==> src/rtl/cpu_pipe_pkg.sv <==
// Shared pipeline types for the register-file write-port arbiter and its result buffer.
package cpu_pipe_pkg;

  typedef logic [4:0] reg_idx_t;

  localparam reg_idx_t XZR_IDX     = 5'd31;
  localparam int       WBQ_DATA_W  = 64;

  // Data is stored at the widest supported width; narrower builds use the low bits.
  typedef struct packed {
    logic                  valid;
    reg_idx_t              rd;
    logic [WBQ_DATA_W-1:0] data;
  } wbq_entry_t;

  typedef enum logic [1:0] {
    IDLE   = 2'd0,
    PEND   = 2'd1,
    STARVE = 2'd2
  } wbarb_state_t;

endpackage

==> src/rtl/wbq_fifo2.sv <==
// Two-entry result FIFO with kill-by-destination and pending-source match outputs.
module wbq_fifo2
  import cpu_pipe_pkg::*;
#(
  parameter int DATA_W = 64
) (
  input  logic              clk,
  input  logic              reset_n,
  input  logic              push,
  input  logic [4:0]        push_rd,
  input  logic [DATA_W-1:0] push_data,
  input  logic              pop,
  input  logic              kill_en,
  input  logic [4:0]        kill_rd,
  input  logic [4:0]        rn,
  input  logic [4:0]        rm,
  output logic              head_valid,
  output logic [4:0]        head_rd,
  output logic [DATA_W-1:0] head_data,
  output logic [1:0]        count,
  output logic              hit1,
  output logic              hit2
);

  wbq_entry_t slot_reg [2];
  logic       head_reg;
  logic       tail_reg;
  logic [1:0] count_reg;
  logic [1:0] hit1_vec;
  logic [1:0] hit2_vec;
  wbq_entry_t head_ent;

  // A slot being written this edge is never killed; popped slots drop valid so stale matches cannot occur.
  always_ff @(posedge clk or negedge reset_n) begin
    if (!reset_n) begin
      for (int i = 0; i < 2; i++) slot_reg[i] <= '0;
      head_reg  <= 1'b0;
      tail_reg  <= 1'b0;
      count_reg <= 2'd0;
    end else begin
      for (int i = 0; i < 2; i++) begin
        if (push && tail_reg == 1'(i)) begin
          slot_reg[i].valid <= 1'b1;
          slot_reg[i].rd    <= push_rd;
          slot_reg[i].data  <= WBQ_DATA_W'(push_data);
        end else if (pop && head_reg == 1'(i)) begin
          slot_reg[i].valid <= 1'b0;
        end else if (kill_en && slot_reg[i].valid && slot_reg[i].rd == kill_rd) begin
          slot_reg[i].valid <= 1'b0;
        end
      end
      if (push) tail_reg <= ~tail_reg;
      if (pop)  head_reg <= ~head_reg;
      count_reg <= count_reg + 2'(push) - 2'(pop);
    end
  end

  genvar gi;
  generate
    for (gi = 0; gi < 2; gi++) begin : g_match
      assign hit1_vec[gi] = slot_reg[gi].valid && (slot_reg[gi].rd == rn);
      assign hit2_vec[gi] = slot_reg[gi].valid && (slot_reg[gi].rd == rm);
    end
  endgenerate

  assign hit1 = (|hit1_vec) && (rn != XZR_IDX);
  assign hit2 = (|hit2_vec) && (rm != XZR_IDX);

  assign head_ent   = slot_reg[head_reg];
  assign head_valid = head_ent.valid && (count_reg != 2'd0);
  assign head_rd    = head_ent.rd;
  assign head_data  = DATA_W'(head_ent.data);
  assign count      = count_reg;

endmodule

==> src/rtl/wb_port_arbiter.sv <==
// Register-file write-port arbiter: MEM/WB has priority, MUL/DIV results drain from a 2-entry buffer.
// Optional macro WB_ARB_STATS_EN enables the 16-bit stall-cycle statistics counter.
module wb_port_arbiter
  import cpu_pipe_pkg::*;
#(
  parameter int DATA_W       = 64,
  parameter int STARVE_LIMIT = 4
) (
  input  logic              clk,
  input  logic              reset_n,
  input  logic              wb_we,
  input  logic [4:0]        wb_rd,
  input  logic [DATA_W-1:0] wb_data,
  input  logic              mc_valid,
  output logic              mc_ready,
  input  logic [4:0]        mc_rd,
  input  logic [DATA_W-1:0] mc_data,
  output logic              rf_we,
  output logic [4:0]        rf_wa,
  output logic [DATA_W-1:0] rf_wd,
  input  logic [4:0]        rn,
  input  logic [4:0]        rm,
  output logic              pend_hit1,
  output logic              pend_hit2,
  output logic              stall_req,
  output logic [15:0]       stat_stall_cnt
);

  localparam logic [3:0] LIMIT = 4'(STARVE_LIMIT);

  wbarb_state_t      state_reg, state_next;
  logic              ready_en_reg;
  logic [3:0]        starve_cnt_reg;
  logic              wb_hold;
  logic              push;
  logic              pop;
  logic              head_valid;
  logic [4:0]        head_rd;
  logic [DATA_W-1:0] head_data;
  logic [1:0]        count;
  logic [1:0]        count_next;

  assign wb_hold    = wb_we && (wb_rd != XZR_IDX);
  assign mc_ready   = ready_en_reg && (count != 2'd2);
  // Results to XZR are acknowledged but dropped.
  assign push       = mc_valid && mc_ready && (mc_rd != XZR_IDX);
  assign pop        = !wb_hold && (count != 2'd0);
  assign count_next = count + 2'(push) - 2'(pop);

  wbq_fifo2 #(.DATA_W(DATA_W)) u_fifo (
    .clk        (clk),
    .reset_n    (reset_n),
    .push       (push),
    .push_rd    (mc_rd),
    .push_data  (mc_data),
    .pop        (pop),
    .kill_en    (wb_hold),
    .kill_rd    (wb_rd),
    .rn         (rn),
    .rm         (rm),
    .head_valid (head_valid),
    .head_rd    (head_rd),
    .head_data  (head_data),
    .count      (count),
    .hit1       (pend_hit1),
    .hit2       (pend_hit2)
  );

  always_comb begin
    rf_we = 1'b0;
    rf_wa = '0;
    rf_wd = '0;
    if (wb_hold) begin
      rf_we = 1'b1;
      rf_wa = wb_rd;
      rf_wd = wb_data;
    end else if (pop && head_valid) begin
      rf_we = 1'b1;
      rf_wa = head_rd;
      rf_wd = head_data;
    end
  end

  always_ff @(posedge clk or negedge reset_n) begin
    if (!reset_n) begin
      ready_en_reg   <= 1'b0;
      starve_cnt_reg <= 4'd0;
      state_reg      <= IDLE;
    end else begin
      ready_en_reg <= 1'b1;
      state_reg    <= state_next;
      if (pop)
        starve_cnt_reg <= 4'd0;
      else if (head_valid && wb_hold && starve_cnt_reg < LIMIT)
        starve_cnt_reg <= starve_cnt_reg + 4'd1;
    end
  end

  always_comb begin
    state_next = state_reg;
    case (state_reg)
      IDLE:    if (count_next != 2'd0) state_next = PEND;
      PEND: begin
        if (count_next == 2'd0)
          state_next = IDLE;
        else if (!pop && starve_cnt_reg == LIMIT)
          state_next = STARVE;
      end
      STARVE:  if (pop) state_next = (count_next == 2'd0) ? IDLE : PEND;
      default: state_next = IDLE;
    endcase
  end

  assign stall_req = (state_reg == STARVE);

`ifdef WB_ARB_STATS_EN
  logic [15:0] stat_cnt_reg;

  always_ff @(posedge clk or negedge reset_n) begin
    if (!reset_n)
      stat_cnt_reg <= 16'd0;
    else if (stall_req && stat_cnt_reg != 16'hFFFF)
      stat_cnt_reg <= stat_cnt_reg + 16'd1;
  end

  assign stat_stall_cnt = stat_cnt_reg;
`else
  assign stat_stall_cnt = 16'd0;
`endif

endmodule

==> config.mk <==
export PLATFORM = sky130hd
export DESIGN_NAME = wb_port_arbiter
export DESIGN_NICKNAME = d
export VERILOG_FILES = /design/src/rtl/cpu_pipe_pkg.sv /design/src/rtl/wbq_fifo2.sv /design/src/rtl/wb_port_arbiter.sv
export SDC_FILE = /design/constraint.sdc
export NUM_CORES = 1
export LEC_CHECK = 0
export CORE_UTILIZATION = 49
export CTS_BUF_LIST = sky130_fd_sc_hd__clkbuf_2
export CTS_CLUSTER_SIZE = 25
export DETAILED_ROUTE_END_ITERATION = 6
export HOLD_SLACK_MARGIN = 0.12
export PLACE_DENSITY = 0.8
export SYNTH_ARGS = -nofsm -noshare
export SYNTH_HDL_FRONTEND = slang
export SYNTH_SLANG_ARGS = --single-unit
==> constraint.sdc <==
create_clock -name clk -period 2.7 [get_ports clk]
set_input_delay 0.81 -clock clk [delete_from_list [all_inputs] [get_ports clk]]
set_output_delay 0.81 -clock clk [all_outputs]
set_load 0.01 [all_outputs]
# [After elaboration in Yosys (flattened, before gate mapping)]
# Index checks and enable logic that the tools add are counted.
[op_classes] n_addsub=3 order_cmp=2 n_eq_ne=17 mux=23 bitwise=3 reduce_logical=36
[op_table] op="$mux 70" count=3
[op_table] op="$mux 64" count=2
[op_table] op="$eq 5x5->1" count=6
[op_table] op="$logic_and 1x1->1" count=24
[op_table] op="$ne 5x5->1 const B" count=4
[op_table] op="$mux 5" count=2
[op_table] op="$mux 1" count=9
[op_table] op="$mux 2" count=4
[op_table] op="$mux 4" count=2
[op_table] op="$pmux 2 s3" count=1
[op_table] op="$reduce_bool 2->1" count=3
[op_table] op="$reduce_bool 3->1" count=2
[op_table] op="$add 4x1->4 const B" count=1
[op_table] op="$eq 4x3->1 const B" count=1
[op_table] op="$logic_not 2->1" count=2
[op_table] op="$lt 4x3->1 const B" count=1
[op_table] op="$ne 2x2->1 const B" count=2
[op_table] op="$reduce_or 2->1" count=2
[op_table] op="$ne 3x3->1 const B" count=1
[op_table] op="$reduce_and 3->1" count=1
[op_table] op="$add 2x1->2" count=1
[op_table] op="$eq 2x1->1 const B" count=1
[op_table] op="$eq 2x2->1 const B" count=1
[op_table] op="$ge 2x2->1 const B" count=1
[op_table] op="5 further kinds" count=7
[totals] register_bits=151 output_inout_bits=90 elab_cells=96

# [Logic depth before layout (Yosys ltp)]
[logic_depth] ltp_word=10 mapped_depth=9 depth_no_buf=9

# [Cells and area by module]
# A second synthesis with hierarchy kept.
[hier_totals] hier_cells=737 hier_area_um2=8135.3
[by_module_without_submodules] module="wbq_fifo2" n_inst=1 cells_each=442 area_each_um2=6591.3
[by_module_without_submodules] module="wb_port_arbiter" n_inst=1 cells_each=295 area_each_um2=1544.0

# [Least setup slack after synthesis]
# Ideal clock, no wire load.
[synth_timing] path_kind="in2out" start="input wb_rd[2]" end="output rf_wd[53]" t_arrival_ns=1.856 t_required_ns=1.890 setup_slack_ns=0.034 cell_stages=6 path_buffers=3 path_cell_list="nand3_1 > o21a_1 > buf_2 > buf_6 > buf_6 > o31ai_1"
[synth_via] elab_chain_cells=7
[synth_lines] element="start, declared" line="wb_port_arbiter.sv:12" rtl="input logic [4:0] wb_rd,"
[synth_lines] element="$ne 5x5->1 (*)" line="wb_port_arbiter.sv:43" rtl="assign wb_hold = wb_we && (wb_rd != XZR_IDX);"
[synth_lines] element="$logic_and 1x1->1 (*)" line="wb_port_arbiter.sv:43"
[synth_lines] element="$logic_not 1->1" line="wb_port_arbiter.sv:47" rtl="assign pop = !wb_hold && (count != 2'd0);"
[synth_lines] element="$logic_and 1x1->1" line="wb_port_arbiter.sv:47"
[synth_lines] element="$logic_and 1x1->1" line="wb_port_arbiter.sv:77" rtl="end else if (pop && head_valid) begin"
[synth_lines] element="$mux 64" line="wb_port_arbiter.sv:77"
[synth_lines] element="$mux 64 (*)" line="wb_port_arbiter.sv:73" rtl="if (wb_hold) begin"
[synth_lines] element="end, declared" line="wb_port_arbiter.sv:20" rtl="output logic [DATA_W-1:0] rf_wd,"
# Mark *: on every way between the ends. The rest lies on a longest branch, timed or not.

# [Final worst setup path]
[layout_timing] start="register u_fifo.head_reg" end="output rf_wa[4]"
[layout_via] elab_chain_cells=8
[layout_lines] element="start, declared" line="wbq_fifo2.sv:26" rtl="logic head_reg;"
[layout_lines] element="start signal, assigned" line="wbq_fifo2.sv:53" rtl="if (pop) head_reg <= ~head_reg;"
[layout_lines] element="$not 1->2 (not written as such) (*)" line="wbq_fifo2.sv:69" rtl="assign head_ent = slot_reg[head_reg];"
[layout_lines] element="$mux 70 (not written as such) (*) (3 in series)" line="wbq_fifo2.sv:69"
[layout_lines] element="$logic_and 1x1->1" line="wbq_fifo2.sv:70" rtl="assign head_valid = head_ent.valid && (count_reg != 2'd0);"
[layout_lines] element="$logic_and 1x1->1" line="wb_port_arbiter.sv:77"
[layout_lines] element="$mux 5 (*)" line="wb_port_arbiter.sv:77"
[layout_lines] element="$mux 5 (*)" line="wb_port_arbiter.sv:73"
[layout_lines] element="end, declared" line="wb_port_arbiter.sv:19" rtl="output logic [4:0] rf_wa,"
# Mark *: on every way between the ends. The rest lies on a longest branch, timed or not. The select of a mux whose other input is x is not followed.

==> impl_summary.md <==
Global routing
The overall overflow remaining after global route is 0. The number of global-route vias before repair is roughly 6900. The first global-routing pass estimated around 35 mm of wire. In the global route stage, overall resource usage came out at 27.5%. The largest net degree at the start of global routing is 57. The initial antenna violation count is 1.

Pwr
Internal power comes to 7.13 mW. The clock network accounts for between 10% and 20% of the total power. The fraction of power consumed by combinational cells is 52.8%. Across the VDD grid, the largest voltage drop is 0.659 mV. The register share of total power is 35.3%.

In this run the power density over the cells is 986 nW/um^2. The power spent charging and discharging nets is 4.47 mW. The analysis attributes to cell leakage a power of 5.15 nW.

The switching part of the total is 38.5%.

Finish
The post-synthesis to final-layout area growth is 47.8%. In the layout the commonest cells are dfrtp_1, clkdlybuf4s50_1, mux2_2. The commonest non-fill, non-tap cell in the layout is dfrtp_1.

The flip-flop count of the largest register, all copies and words added is 140. In the final design database the tool counted 1084 nets. The share of final-layout standard cells stronger than drive strength 1 is 39.6%. The final design area excluding fillers is 11800 um^2.

Die
The vertical extent of the die is 129 um. The number of placement rows is 46. The floorplan step set the die width to ~130 um. The area of the core is 15900 um^2. The initial cell density of the core is 50.1%. The die outline area is 16800 um^2. The top-level port count is 242.

Worst setup path
The terminus of the critical flop-to-flop path is state_reg[1]. The worst setup path is of the flop to output pin kind. The worst register-to-register path has a depth of 10. STA puts the critical path data arrival time at 2260 ps.

The maximum fanout along the worst path is 13. The critical path capture point type is an output pin. Data on the critical path is required at its endpoint by 1890 ps. The setup slack on the worst flop-to-flop path is 660 ps. STA classifies the critical path startpoint as a flop. The reg-to-reg startpoint is u_fifo.count[1].

Clock network
The depth of the CTS H-tree is 4. Clock-pin slew was measured on the worst setup and hold paths at 190 ps. The clock passes through at most 2 buffers. The CTS buffer count is 17. For this design, the sink count on the clock tree is 151. Clock tree synthesis selected as its root buffer the cell clkbuf_2. The later pin in the worst-skew pair is clocked with a latency of ~700 ps. TritonCTS built the clock tree.

Synthesis
Summed over its instances, the top area cell type makes up 47.5% of the synthesized netlist area. The dominant register cell in the synthesized netlist is dfrtp_1. Each instance of the synthesized netlist takes up on average about 12 um^2. The share of the Yosys chip area taken by registers is 47.5%.

The combined area of all synthesized cells is between 7000 and 8000 um^2. The synthesized instance count is 655. The synthesized flop and latch total is 151. The netlist uses 39 different library cells. The library cell with the largest summed area after synthesis is dfrtp_1.

After synthesis, the share of flip-flops with an asynchronous set or reset is 100%. In the post-synthesis netlist, the biggest area contributors are dfrtp_1, mux2_2, mux2i_1, o31ai_1, mux2_1. The number of enable flip-flop cells after synthesis is 0. Yosys printed 0 warnings.

Timing
The final setup violation count is 72. The setup slack of the critical path after layout is -365 ps. The final period demand of the worst path is between 3000 and 4000 ps. Setup repair after global routing could not meet its margin everywhere. The worst pin sits at a relative slew slack of between 60 and 70%. Final hold analysis gives a worst-case slack of 510 ps. Clock skew on the completed layout was measured at 35.5 ps. The measured slew at the worst slew-check pin is slightly above 500 ps. Derived from the worst setup path, the maximum achievable clock frequency is 326 MHz.

The number of pins exceeding their max-slew limit in the final report came to 0. The hold violation count in the final report is 0. The final critical-path share of the clock period is 114%.

Min path
The end of the worst hold path is u_fifo.slot_reg[122]. Along the worst hold path, the cell count comes to 1. In this run the most critical hold path is launched from u_fifo.slot_reg[122]. The worst hold path belongs to the class flop to flop.

Drt
In this run, the number of DRC markers left after iteration 0 of detailed routing was 337. The wire length per cell after detailed routing is just under 20 um. The total wire length is 22.9 mm. The post-detailed-route via-to-cell ratio is 5.52. The detailed router placed 6387 vias in this run. The pre-antenna-repair detailed-routing pass consisted of 4 iterations. In this run the remaining antenna-violating nets after routing total 0.

In the routed design, unresolved DRC markers number 0.

Status
The run finished, with violations left. The checks that failed: setup timing.

Placed design
Buffers placed on the I/O ports in this run total 225. Once placement finished, the instance area stood at 10600 um^2. Summed over all nets, the half-perimeter wirelength after detailed placement is 14.1 mm. The routability congestion estimate from global placement is 0.880.

Run
The number of max-capacitance violations reported is 0.
[worst max-delay path by stage]
stage	cells after the start	start	to
4_1_cts	6	u_fifo.head_reg	rf_wa[4]
3_3_place_gp	6	wb_rd[2]	rf_wd[16]
3_5_place_dp	6	wb_rd[3]	rf_wd[42]
2_1_floorplan	6	wb_rd[2]	rf_wd[53]
6_report	6	u_fifo.head_reg	rf_wa[4]
5_1_grt	6	u_fifo.head_reg	rf_wa[3]
[per-stage QoR]
step	power, mW	std cells	TNS [ps]	utilization, %	setup WS (ps)
floorplan	6.99	670	0	-	33.7
global route	12.3	1158	-35030	74.0	-541
global placement	8.52	1096	-62930	66.9	-909
finish	11.6	1158	-23080	74.0	-365
detailed placement	8.80	1096	-65890	66.9	-986
CTS	11.3	1153	-29410	72.9	-449
[cell usage after synthesis (2+ instances only)]
cell      count
dfrtp_1     151
buf_2         8
clkbuf_1     20
buf_6        16
o31ai_1      69
nand3_1       6
conb_1        2
and4_1        3
a31o_2        2
nor2_1        4
a22oi_1       2
mux2_1       31
nand4_1       2
nor3_1        2
inv_1         5
a21oi_1       2
mux2i_1      70
mux2_2      108
nand2_1      71
nor4_1        4
buf_4        19
ha_1          4
nand2b_1      4
xor2_1       24
xnor2_1      11
and3_1        2
[power groups by stage]
stage          clock network [mW]  registers, mW  logic (mW)
2_1_floorplan                   0           3.90        3.09
3_3_place_gp                    0           4.00        4.53
3_5_place_dp                    0           4.11        4.69
4_1_cts                      1.42           4.04        5.87
5_1_grt                      1.51           4.22        6.52
6_report                     1.38           4.10        6.12
[cells by family (layout without fill, tap and decap cells)]
group                    after synthesis  in the layout  synth area share (%)
AO/OA/AOI/OAI                         83             85                  7.89
XOR/XNOR                              35             35                  3.85
adder cells (fa/ha/maj)                4              4                 0.629
buffers and inverters                 68            337                  5.74
flip-flops                           151            151                  47.5
multiplexers                         209            209                  28.5
other                                  2             18                0.0944
AND/OR/NAND/NOR                      103            103                  5.85
[metal layers]
metal	vias to the layer above	wire length, um	track usage [%]
met5	-	0	0
met4	0	516	11.3
met3	51	1440	6.90
met2	258	11500	47.2
met1	3182	9390	33.1
li1	2896	-	-
[worst max-delay path, cell delays in order, from the launching register on]
cell	delay, ps
dfrtp_4	540
mux2_4	230
o21ai_4	90
buf_12	150
buf_12	150
o31ai_4	240
buf_2	170
[layout make-up]
class | count | area, um^2
inverter | 5 | 18.8
clock inverter | 12 | 158
antenna | 1 | 2.50
fill | 1056 | 4130
sequential | 151 | 3780
tap | 216 | 270
multi-input combinational | 453 | 4560
clock buffer | 20 | 100
timing repair buffer | 300 | 2860
[repair_timing]
item | CTS | global route
pin swaps | 34 | 15
hold buffers | 1 | 0
gates resized for setup | 435 | 27
setup endpoints to repair | 74 | 73
buffers inserted | 15 | 4
endpoints found under the hold margin | 53 | 0
cloned | 9 | 0
Note: power is estimated with default switching activity, not from simulation.
